## src/rtl/mood_telem_pkg.sv

```systemverilog
// Shared types and constants for the mood telemetry UART.
// MOOD_TELEM_CHECKSUM_EN appends an XOR checksum byte to every frame.
package mood_telem_pkg;

    localparam logic [7:0] SYNC_BYTE = 8'hA5;

`ifdef MOOD_TELEM_CHECKSUM_EN
    localparam int NBYTES = 6;
`else
    localparam int NBYTES = 5;
`endif

    localparam int IDX_W = 3;

    typedef enum logic [1:0] {
        F_IDLE,
        F_LOAD,
        F_SEND
    } frame_state_e;

    typedef enum logic [1:0] {
        S_IDLE,
        S_START,
        S_DATA,
        S_STOP
    } ser_state_e;

endpackage

```

## src/rtl/uart_tx_byte.sv

```systemverilog
// 8N1 byte serializer; done pulses in the final stop-bit cycle so the
// next byte can be issued with no idle gap.
module uart_tx_byte
    import mood_telem_pkg::*;
#(
    parameter int CLKS_PER_BIT = 868
) (
    input  logic       clk,
    input  logic       rst_n,
    input  logic       start,
    input  logic [7:0] data,
    output logic       tx,
    output logic       done
);

    localparam int CW = (CLKS_PER_BIT > 1) ? $clog2(CLKS_PER_BIT) : 1;

    ser_state_e    state_q, state_d;
    logic [CW-1:0] cnt_q, cnt_d;
    logic [2:0]    bit_q, bit_d;
    logic [7:0]    sh_q, sh_d;
    logic          bit_end;

    assign bit_end = (cnt_q == CW'(CLKS_PER_BIT - 1));

    always_ff @(posedge clk or negedge rst_n) begin
        if (!rst_n) begin
            state_q <= S_IDLE;
            cnt_q   <= '0;
            bit_q   <= '0;
            sh_q    <= '0;
        end else begin
            state_q <= state_d;
            cnt_q   <= cnt_d;
            bit_q   <= bit_d;
            sh_q    <= sh_d;
        end
    end

    always_comb begin
        state_d = state_q;
        cnt_d   = cnt_q + CW'(1);
        bit_d   = bit_q;
        sh_d    = sh_q;
        tx      = 1'b1;
        done    = 1'b0;
        case (state_q)
            S_IDLE: begin
                cnt_d = '0;
                if (start) begin
                    state_d = S_START;
                    sh_d    = data;
                end
            end
            S_START: begin
                tx = 1'b0;
                if (bit_end) begin
                    cnt_d   = '0;
                    bit_d   = '0;
                    state_d = S_DATA;
                end
            end
            S_DATA: begin
                tx = sh_q[0];
                if (bit_end) begin
                    cnt_d = '0;
                    sh_d  = sh_q >> 1;
                    if (bit_q == 3'd7) state_d = S_STOP;
                    else               bit_d   = bit_q + 3'd1;
                end
            end
            S_STOP: begin
                if (bit_end) begin
                    done  = 1'b1;
                    cnt_d = '0;
                    if (start) begin
                        state_d = S_START;
                        sh_d    = data;
                    end else begin
                        state_d = S_IDLE;
                    end
                end
            end
            default: state_d = S_IDLE;
        endcase
    end

endmodule

```

## src/rtl/mood_telemetry_uart.sv

```systemverilog
// Snapshots mimosa debug state and streams it as a UART frame.
// MOOD_TELEM_CHECKSUM_EN adds a trailing XOR byte over bytes 1..4.
module mood_telemetry_uart
    import mood_telem_pkg::*;
#(
    parameter int CLKS_PER_BIT   = 868,
    parameter int FRAME_INTERVAL = 10000000,
    parameter int DROP_W         = 8
) (
    input  logic              clk,
    input  logic              rst_n,
    input  logic              enable,
    input  logic              send_now,
    input  logic [6:0]        dbg_energy,
    input  logic [6:0]        dbg_stress,
    input  logic [6:0]        dbg_pleasure,
    input  logic [7:0]        mood,
    output logic              uart_tx,
    output logic              busy,
    output logic [DROP_W-1:0] drop_cnt
);

    localparam int IW = $clog2(FRAME_INTERVAL);

    frame_state_e      fstate_q, fstate_d;
    logic [IW-1:0]     ivl_q, ivl_d;
    logic [IDX_W-1:0]  idx_q, idx_d, ser_idx;
    logic [DROP_W-1:0] drop_q, drop_d;
    logic [6:0]        energy_q, stress_q, pleasure_q;
    logic [7:0]        mood_q, ser_data;
    logic              tick, trigger, capture, ser_start, ser_done;

    assign tick     = enable && (ivl_q == IW'(FRAME_INTERVAL - 1));
    assign trigger  = tick || send_now;
    assign busy     = (fstate_q != F_IDLE);
    assign capture  = trigger && !busy;
    assign drop_cnt = drop_q;

    always_comb begin
        ivl_d = ivl_q + IW'(1);
        if (!enable || tick) ivl_d = '0;
        drop_d = drop_q;
        if (trigger && busy && drop_q != {DROP_W{1'b1}})
            drop_d = drop_q + DROP_W'(1);
    end

    always_ff @(posedge clk or negedge rst_n) begin
        if (!rst_n) begin
            fstate_q    <= F_IDLE;
            ivl_q       <= '0;
            idx_q       <= '0;
            drop_q      <= '0;
            energy_q    <= '0;
            stress_q    <= '0;
            pleasure_q  <= '0;
            mood_q      <= '0;
        end else begin
            fstate_q <= fstate_d;
            ivl_q    <= ivl_d;
            idx_q    <= idx_d;
            drop_q   <= drop_d;
            if (capture) begin
                energy_q   <= dbg_energy;
                stress_q   <= dbg_stress;
                pleasure_q <= dbg_pleasure;
                mood_q     <= mood;
            end
        end
    end

    // Next byte is chosen from idx+1 on done so it starts back to back.
    always_comb begin
        fstate_d  = fstate_q;
        idx_d     = idx_q;
        ser_idx   = idx_q;
        ser_start = 1'b0;
        case (fstate_q)
            F_IDLE: begin
                idx_d = '0;
                if (trigger) fstate_d = F_LOAD;
            end
            F_LOAD: begin
                ser_start = 1'b1;
                fstate_d  = F_SEND;
            end
            F_SEND: begin
                if (ser_done) begin
                    if (idx_q == IDX_W'(NBYTES - 1)) begin
                        fstate_d = F_IDLE;
                    end else begin
                        ser_idx   = idx_q + IDX_W'(1);
                        idx_d     = ser_idx;
                        ser_start = 1'b1;
                    end
                end
            end
            default: fstate_d = F_IDLE;
        endcase
    end

    always_comb begin
        case (ser_idx)
            3'd1:    ser_data = {1'b0, energy_q};
            3'd2:    ser_data = {1'b0, stress_q};
            3'd3:    ser_data = {1'b0, pleasure_q};
            3'd4:    ser_data = mood_q;
`ifdef MOOD_TELEM_CHECKSUM_EN
            3'd5:    ser_data = {1'b0, energy_q ^ stress_q ^ pleasure_q}
                              ^ mood_q;
`endif
            default: ser_data = SYNC_BYTE;
        endcase
    end

    uart_tx_byte #(
        .CLKS_PER_BIT(CLKS_PER_BIT)
    ) u_ser (
        .clk   (clk),
        .rst_n (rst_n),
        .start (ser_start),
        .data  (ser_data),
        .tx    (uart_tx),
        .done  (ser_done)
    );

endmodule

```

## config.mk

```make
export PLATFORM = sky130hd
export DESIGN_NAME = mood_telemetry_uart
export DESIGN_NICKNAME = d
export VERILOG_FILES = /design/src/rtl/mood_telem_pkg.sv /design/src/rtl/uart_tx_byte.sv /design/src/rtl/mood_telemetry_uart.sv
export SDC_FILE = /design/constraint.sdc
export NUM_CORES = 1
export LEC_CHECK = 0
export BUFFER_PORTS_ARGS = -buffer_cell sky130_fd_sc_hd__buf_2
export CORE_MARGIN = 8
export CORE_UTILIZATION = 48
export DETAILED_ROUTE_END_ITERATION = 8
export PLACE_DENSITY = 0.67
export SLEW_MARGIN = 20
export SYNTH_ARGS = -nofsm -noshare
export SYNTH_HDL_FRONTEND = slang
export SYNTH_SLANG_ARGS = --single-unit
```

## constraint.sdc

```tcl
create_clock -name clk -period 4.42 [get_ports clk]
set_input_delay 0.442 -clock clk [delete_from_list [all_inputs] [get_ports clk]]
set_output_delay 0.442 -clock clk [all_outputs]
set_load 0.02 [all_outputs]
```

# Yosys cells after proc, flatten, opt, wreduce, memory -nomap -nowiden
# Index checks and enable logic that the tools add are counted.
[totals] reg_bits=89 input_bits=33
[classes] mux=33 n_eq_ne=23 addsub=5 reduce_logical=19
[op_table] op="8-bit one-hot mux with 4 select lines" n=1
[op_table] op="24-bit by 1-bit adder with 24-bit output (second input constant)" n=1
[op_table] op="24-bit equality test (second input constant)" n=1
[op_table] op="24-bit 2-to-1 mux" n=1
[op_table] op="8-bit 2-to-1 mux" n=3
[op_table] op="8-bit one-hot mux with 3 select lines" n=1
[op_table] op="10-bit one-hot mux with 2 select lines" n=1
[op_table] op="3-bit 2-to-1 mux" n=6
[op_table] op="2-bit 2-to-1 mux" n=8
[op_table] op="3-bit one-hot mux with 2 select lines" n=2
[op_table] op="10-bit by 1-bit adder with 10-bit output (second input constant)" n=1
[op_table] op="10-bit equality test (second input constant)" n=1
[op_table] op="10-bit 2-to-1 mux" n=1
[op_table] op="2-bit inequality test (second input constant)" n=5
[op_table] op="3-bit equality test (second input constant)" n=3
[op_table] op="8-bit by 1-bit adder with 8-bit output (second input constant)" n=1
[op_table] op="2-bit by 1-bit inequality test with 1-bit output (second input constant)" n=4
[op_table] op="8-bit inequality test (second input constant)" n=1
[op_table] op="2-bit one-hot mux with 4 select lines" n=1
[op_table] op="3-bit by 1-bit adder with 3-bit output (second input constant)" n=2
[op_table] op="2-bit equality test (second input constant)" n=3
[op_table] op="3-bit by 2-bit equality test with 1-bit output (second input constant)" n=2
[op_table] op="2-bit one-hot mux with 3 select lines" n=1
[op_table] op="3-bit AND reduction" n=2
[op_table] op="13 further kinds" n=27

# Longest topological paths before layout
# Gate-level depths: netlist of run 1.
[logic_depth] depth_word=10 depth_mapped=10 ltp_nobuf=9

# By module
# From an unflattened synthesis of run 1, not the netlist that was laid out.
[unflattened] hier_cells=416 hier_area_um2=4578.1
[by_module_without_submodules] mod="mood_telemetry_uart" area_each_um2=3301.9 cells_each=300 instances=1
[by_module_without_submodules] mod="uart_tx_byte" area_each_um2=1276.2 cells_each=116 instances=1

# Worst setup path after synthesis of run 1
# OpenSTA, ideal clock, no wires.
[synth_timing] path_kind="register to register" start="reg u_ser.cnt_q[4]" end="reg u_ser.sh_q[0]" required_time_ns=4.294 arrival_time_ns=2.445 stages_incl_launch_ff=9 path_buffers=1 period_less_slack_ns=2.572 slack_ns=1.848 setup_time_ns=0.126 path_cell_list="dfrtp_1 > or3_1 > buf_2 > nor4_4 > mux2_4 > nor4_2 > nor3_1 > a211oi_1 > a21oi_1"
[synth_via] elab_chain_len=10 word_cells_on_any_way=18 classes_between="eq/ne: 7; mux: 10; reduce/logical: 1"
[synth_rtl] item="start, declared" line_no="uart_tx_byte.sv:19" text="logic [CW-1:0] cnt_q, cnt_d;"
[synth_rtl] item="start signal, assigned" line_no="uart_tx_byte.sv:34" text="cnt_q <= cnt_d;"
[synth_rtl] item="10-bit equality test (*)" line_no="uart_tx_byte.sv:24" text="assign bit_end = (cnt_q == CW'(CLKS_PER_BIT - 1));"
[synth_rtl] item="1-bit 2-to-1 mux" line_no="uart_tx_byte.sv:73" text="if (bit_end) begin"
[synth_rtl] item="1-bit 2-to-1 mux" line_no="uart_tx_byte.sv:47" text="case (state_q)"
[synth_rtl] item="3-bit 2-to-1 mux"
[synth_rtl] item="3-bit 2-to-1 mux" line_no="mood_telemetry_uart.sv:77" text="case (fstate_q)"
[synth_rtl] item="3-bit equality test (tied with other cells)" line_no="mood_telemetry_uart.sv:102" text="case (ser_idx)"
[synth_rtl] item="8-bit one-hot mux with 4 select lines" line_no="mood_telemetry_uart.sv:102"
[synth_rtl] item="8-bit 2-to-1 mux" line_no="uart_tx_byte.sv:50, uart_tx_byte.sv:76"
[synth_rtl] item="8-bit 2-to-1 mux" line_no="uart_tx_byte.sv:73"
[synth_rtl] item="8-bit one-hot mux with 3 select lines" line_no="uart_tx_byte.sv:47"
[synth_rtl] item="end signal, assigned" line_no="uart_tx_byte.sv:31" text="sh_q <= '0;"
[synth_rtl] item="end signal, assigned" line_no="uart_tx_byte.sv:36" text="sh_q <= sh_d;"
[synth_rtl] item="end, declared" line_no="uart_tx_byte.sv:21" text="logic [7:0] sh_q, sh_d;"
# Mark *: on every way between the ends. The rest lies on a longest branch, timed or not. The select of a mux whose other input is x is not followed.
# A chain may end at the register's enable or synchronous reset.

# Worst setup path after layout of run 1
[layout_timing] start="reg u_ser.cnt_q[4]" end="reg u_ser.sh_q[5]"
# The elaborated chain is that of the path after synthesis.

==> metrics, run 1 <==
critical path arrival=3.14 ns; syn nets=roughly 460; Starting Density=49.2%; Cell variety after synth=50; CTS tree=done; Cells after DPL=about 560; Critical Path Max Stage Delay=approximately 0.55 ns; outcome=complete, no violations; Fin. Hold Viols=0; Worst R2R End=u_ser.sh_q[5]$_DFFE_PN0P_; cell family with most CP delay=simple AND/OR/NAND/NOR gates; largest net degree at the start of global routing=90; period utilisation layout=65.5%; Startpoint Class=register; final RePlAce weighted congestion=~0.83; register-to-register setup slack=around 1.5 ns; final setup fails=0; kind of end point of the critical path=register; # IOs=43; first-pass GRT wire length=around 16,000 µm; leak pwr=2.31 nW; Root Driver=clkbuf_8; final cell count without fillers=~570; worst skew pair latency=approximately 0.36 ns; Die ar.=12,700 µm²; number of fill cells=~800; Setup WS post-layout=1.53 ns; Final HPWL DP=between 6000 and 7000 µm; clock tree buffer depth=2; Global Route met3 Usage=between 3 and 4%; Placement Setup Slack=around 1.6 ns; Slowest cell on crit path=or3_1; worst min-delay path class=input port to async pin; GR Overflow Total=0; die height=approximately 110 µm; H-tree depth=3; Worst VDD drop=around 0.3 mV; Tot GR Track Use=approximately 15%; worst slew margin relative to its limit=about two fifths; cell count after synthesis=~410; Crit Path Category=register to register; Worst R2R Start=u_ser.cnt_q[4]$_DFF_PN0_; crit-path cells=or3_1 > nor4_4 > mux2_4 > nor4_2 > nor3_1 > a211oi_1 > a21oi_1; FF+latch count, synth=89; Core Rows=35; FF-to-FF path depth=7; vias=roughly 3,100; top_reg_cell synth=dfrtp_1; asr flop ratio synth=100%; drt wl/cell=approximately 15 µm; final sum of negative setup slack=0 ns; Clock Pin Slew Worst Setup and Hold Paths=approximately 0.09 ns; area delta synth->final=12.7%; Synth Warn #=0; nets@finish=505; # hold bufs at CTS=0; Critical Path RT=approximately 4.7 ns; initial antenna violation count=0; number of enable flip-flop cells after synthesis=0; Setup Skew=approximately 0.011 ns; post-route ant nets=0; die width=approximately 110 µm; worst slew pin tran=between 0.8 and 0.9 ns; Seq/Total Area, Yosys=roughly half; n_diodes=0; TritonCTS Buffers=9; Highest Clock Rate=345 MHz; DR iter-0 viols=approximately 100; Buf+Inv Stages, Crit Path=0; CTS sink count=89; WP depth=7; max-cap violation count=0; fin. max-slew vios=0; RSZ-0062 raised after global routing=false; Post-Route WL=between 8000 and 9000 µm; critical-path maximum fanout=7; drt drc=0; vias in the first global route=3,275; Synth Area per Inst=about 11 µm²; share of layout cells above drive strength 1=~23%; grt met1 use=roughly a fifth; met2 Usage GRT=a little under a quarter; drt first pass iters=4; post-CTS setup buffers=0; post-cts resize count=0; Cell Pwr Density=roughly 550 nW/µm²; Top Usage Layer GRT=met2; CORE AREA=slightly above 9000 µm²; IO buf count=42; Tmin final=approximately 2.9 ns; Final Util=between 50% and 60%; vias per cell=approximately 5.5; Netlist Area Pre-Place=between 4000 and 5000 µm²
-- cells by family after synthesis --
logic type      after synthesis  share of synthesized area (%)
fa+ha+maj                    16                           4.45
buf+inv                      22                           1.89
mux                          44                           10.9
flops                        89                           49.5
compound gates               64                           9.59
simple gates                143                           17.1
xor+xnor                     34                           6.61
-- report_power, final --
group | internal, W | switching, W | total [W]
clock network | 0.000382 | 0.000306 | 0.000688
registers | 0.00105 | 0.000175 | 0.00123
logic | 0.000401 | 0.000469 | 0.000870
-- registers in the layout (all words and copies together) (netlist names) --
register / cells
ivl_q: 24
u_ser.cnt_q: 10
drop_cnt: 8
mood_q: 8
u_ser.sh_q: 8
energy_q: 7
pleasure_q: 7
stress_q: 7
idx_q: 3
u_ser.bit_q: 3
fstate_q: 2
u_ser.state_q: 2
-- final cells by class --
type	instances	area [µm²]	share of cell area [%]
inverters	12	45.0	0.888
repair buffers	43	224	4.41
clock inverters	7	126	2.49
multi-input cells	301	2190	43.1
well taps	111	139	2.74
flip-flops and latches	89	2230	43.9
clock buffers	9	124	2.44
-- cells in the mapped netlist (all sizes together) (4+ instances only) --
library cell	count	area, µm²
dfrtp	89	2230
nor2	42	165
mux2	38	432
nand2	30	113
xor2	19	166
ha	16	200
a21oi	15	75.1
nand3	15	75.1
o21ai	15	75.1
xnor2	15	131
inv	12	45.0
nand4	11	68.8
and3	7	43.8
nor4	7	86.3
clkbuf	6	22.5
mux2i	6	60.1
a22o	5	43.8
or3	5	31.3
a21o	4	30.0
a32o	4	40.0
and4	4	35.0
buf	4	17.5
nand2b	4	25.0
nor3	4	20.0
o211ai	4	30.0
or2	4	25.0
-- worst max path at each step --
stage	startpoint	slack, ns	end
after floorplan	u_ser.cnt_q[4]$_DFF_PN0_	1.85	u_ser.sh_q[0]$_DFFE_PN0P_
after global placement	u_ser.cnt_q[4]$_DFF_PN0_	1.59	u_ser.sh_q[2]$_DFFE_PN0P_
after detailed placement	u_ser.cnt_q[4]$_DFF_PN0_	1.55	u_ser.sh_q[5]$_DFFE_PN0P_
after CTS	u_ser.cnt_q[4]$_DFF_PN0_	1.53	u_ser.sh_q[0]$_DFFE_PN0P_
after global routing	u_ser.cnt_q[4]$_DFF_PN0_	1.28	u_ser.sh_q[0]$_DFFE_PN0P_
final	u_ser.cnt_q[4]$_DFF_PN0_	1.53	u_ser.sh_q[5]$_DFFE_PN0P_
-- through the flow --
stage	hold WS [ns]	cell area, µm²	total power, W
2_1_floorplan	0.146	4500	0.00186
3_5_place_dp	0.483	4820	0.00211
3_3_place_gp	0.478	4820	0.00209
5_1_grt	0.179	5070	0.00296
6_report	0.105	5070	0.00278
4_1_cts	0.298	5070	0.00281
-- routing by layer --
layer / vias up / wire length [µm]
li1: 1562 / -
met1: 1536 / 4260
met2: 33 / 4100
met3: 9 / 295
met4: 0 / 150
met5: - / 0
-- placed cells by master, fill, tap and decap left out, types with 13 or more instances in the layout --
cell type,n
a21oi_1,15
buf_2,41
dfrtp_1,89
ha_1,16
mux2_2,37
nand2_1,30
nand3_1,15
nor2_1,41
o21ai_0,13
xnor2_1,15
xor2_1,19
No activity file was read; power rests on OpenSTA's default activity.
==> run 2, diff against run 1 <==
- clock period: 4.42 -> 2.9 ns (I/O delays scaled with it)
==> metrics, run 2 (synthesis gave the netlist of run 1 again) <==
post-route ant nets=0 (unchanged); Setup Skew=0.00806 ns (-0.00258 ns); TritonCTS Buffers=9 (unchanged); GR Overflow Total=0 (unchanged); max-cap violation count=0 (unchanged); clock tree buffer depth=2 (unchanged); Post-Route WL=9090 µm (+3.1%); Critical Path RT=3.14 ns (-1.53 ns); largest net degree at the start of global routing=56 (-38%); vias in the first global route=3,260 (-0.46%); Final HPWL DP=6690 µm (+5.2%); Root Driver=clkbuf_8; nets@finish=518 (+2.6%); worst min-delay path class=input port to register; vias=3,229 (+2.8%); worst skew pair latency=0.35 ns (about the same); Startpoint Class=register; area delta synth->final=14.4%; worst slew margin relative to its limit=46.0% (+4.5 points); critical path arrival=2.97 ns (-0.17 ns); Cells after DPL=566 (+1.8%); CTS tree=done; Highest Clock Rate=366 MHz (+5.8%); Tot GR Track Use=14.9% (-0.043 points); n_diodes=0 (unchanged); drt wl/cell=15.5 µm (+0.84%); Slowest cell on crit path=o21ai_0; CTS sink count=89 (unchanged); Starting Density=49.2% (unchanged); critical-path maximum fanout=7 (unchanged); most frequent cells in the layout=89 x dfrtp_1, 41 x nor2_1, 41 x buf_2; Cell Pwr Density=816 nW/µm² (+49%); DR iter-0 viols=85 (-17%); register-to-register setup slack=0.16 ns (-1.36 ns); period utilisation layout=94.3% (+29 points); final sum of negative setup slack=0 ns (unchanged); drt drc=0 (unchanged); Crit Path Category=register to register; leak pwr=2.36 nW (+2.0%); initial antenna violation count=0 (unchanged); Buf+Inv Stages, Crit Path=0 (unchanged); Core Rows=35 (unchanged); area post-placement=4900 µm² (+1.6%); max reg flops=24 (unchanged); vias per cell=5.52 (+0.55%); commonest non-fill, non-tap cell in the layout=dfrtp_1; H-tree depth=3 (unchanged); final setup fails=0 (unchanged); first-pass GRT wire length=15,700 µm (+0.49%); Finished Cell Area=5150 µm² (+1.5%); drt first pass iters=4 (unchanged); RSZ-0062 raised after global routing=true; crit-path cells=or3_1 > nor4_1 > nand3_1 > o21ai_0 > nor3_1 > a211oi_1 > a21oi_1; outcome=complete, no violations; largest registers=ivl_q x24, u_ser.cnt_q x10; worst slew pin tran=0.802 ns (-0.0757 ns); IO buf count=42 (unchanged); CORE AREA=9150 µm² (unchanged); Worst VDD drop=0.590 mV (+94%); final RePlAce weighted congestion=0.843 (+1.7%); Fin. Hold Viols=0 (unchanged); share of layout cells above drive strength 1=25.3% (+2.1 points); final cell count without fillers=585 (+2.3%); # IOs=43 (unchanged); kind of end point of the critical path=register; Critical Path Max Stage Delay=0.61 ns (+0.06 ns); Biggest register=ivl_q; fin. max-slew vios=0 (unchanged); Clock Pin Slew Worst Setup and Hold Paths=0.10 ns (about the same); Tmin final=2.74 ns (-0.159 ns); die height=113 µm (unchanged); Final Util=56.3% (+0.81 points); Die ar.=12,700 µm² (unchanged); cell family with most CP delay=simple AND/OR/NAND/NOR gates; die width=113 µm (unchanged)
-- run 2: cell count changes in the layout (fill, tap and decap cells not counted) --
| cell | before | now |
|---|---|---|
| dlygate4sd3_1 | 0 | 1 |
| clkinvlp_4 | 1 | 2 |
| buf_4 | 1 | 14 |
| bufinv_16 | 3 | 2 |
| buf_6 | 1 | 0 |
| ha_2 | 0 | 1 |
| ha_1 | 16 | 15 |
| inv_6 | 1 | 2 |
| inv_8 | 1 | 0 |
-- run 2: worst paths after layout --
check	startpoint	to	depth (start not counted)
max	u_ser.cnt_q[4]$_DFF_PN0_	u_ser.sh_q[5]$_DFFE_PN0P_	7
min	dbg_stress[5]	stress_q[5]$_DFFE_PN0P_	2
max reg2reg	u_ser.cnt_q[4]$_DFF_PN0_	u_ser.sh_q[5]$_DFFE_PN0P_	7
min reg2reg	drop_cnt[6]$_DFFE_PN0P_	drop_cnt[6]$_DFFE_PN0P_	1
max in group asynchronous	rst_n	u_ser.cnt_q[8]$_DFF_PN0_	3
min in group asynchronous	rst_n	ivl_q[10]$_DFF_PN0_	2
-- run 2: layout make-up --
| class | instances | area [µm²] |
|---|---|---|
| clock buffer | 9 | 124 |
| clock inverter | 7 | 101 |
| fill | 792 | 4000 |
| inverter | 12 | 45.0 |
| multi-input combinational | 301 | 2190 |
| sequential | 89 | 2230 |
| tap | 111 | 139 |
| timing repair buffer | 56 | 320 |
-- run 2: timing repair --
action,CTS,global route
setup endpoints to repair,0,5
hold buffers,1,0
gates resized for setup,0,1
buffers inserted,0,2
endpoints found under the hold margin,53,0
-- run 2: report_power, final --
part / switching (W) / internal [W] / total [W]
sequential: 0.000258 / 0.00160 / 0.00186
combinational: 0.000735 / 0.000647 / 0.00138
clock: 0.000463 / 0.000493 / 0.000956
-- run 2: through the flow --
step	power [W]	hold slack, ns	setup slack [ns]
3_3_place_gp	0.00322	0.381	0.221
6_report	0.00420	0.161	0.165
3_5_place_dp	0.00327	0.378	0.147
2_1_floorplan	0.00284	-0.00559	0.328
4_1_cts	0.00423	0.146	0.109
5_1_grt	0.00448	0.149	0.000971
-- run 2: routing by layer --
layer	track usage, %	wire, µm	up-vias
li1	-	-	1586
met4	4.77	92	0
met1	19.9	4460	1599
met5	0	0	-
met3	2.98	255	7
met2	23.7	4280	37
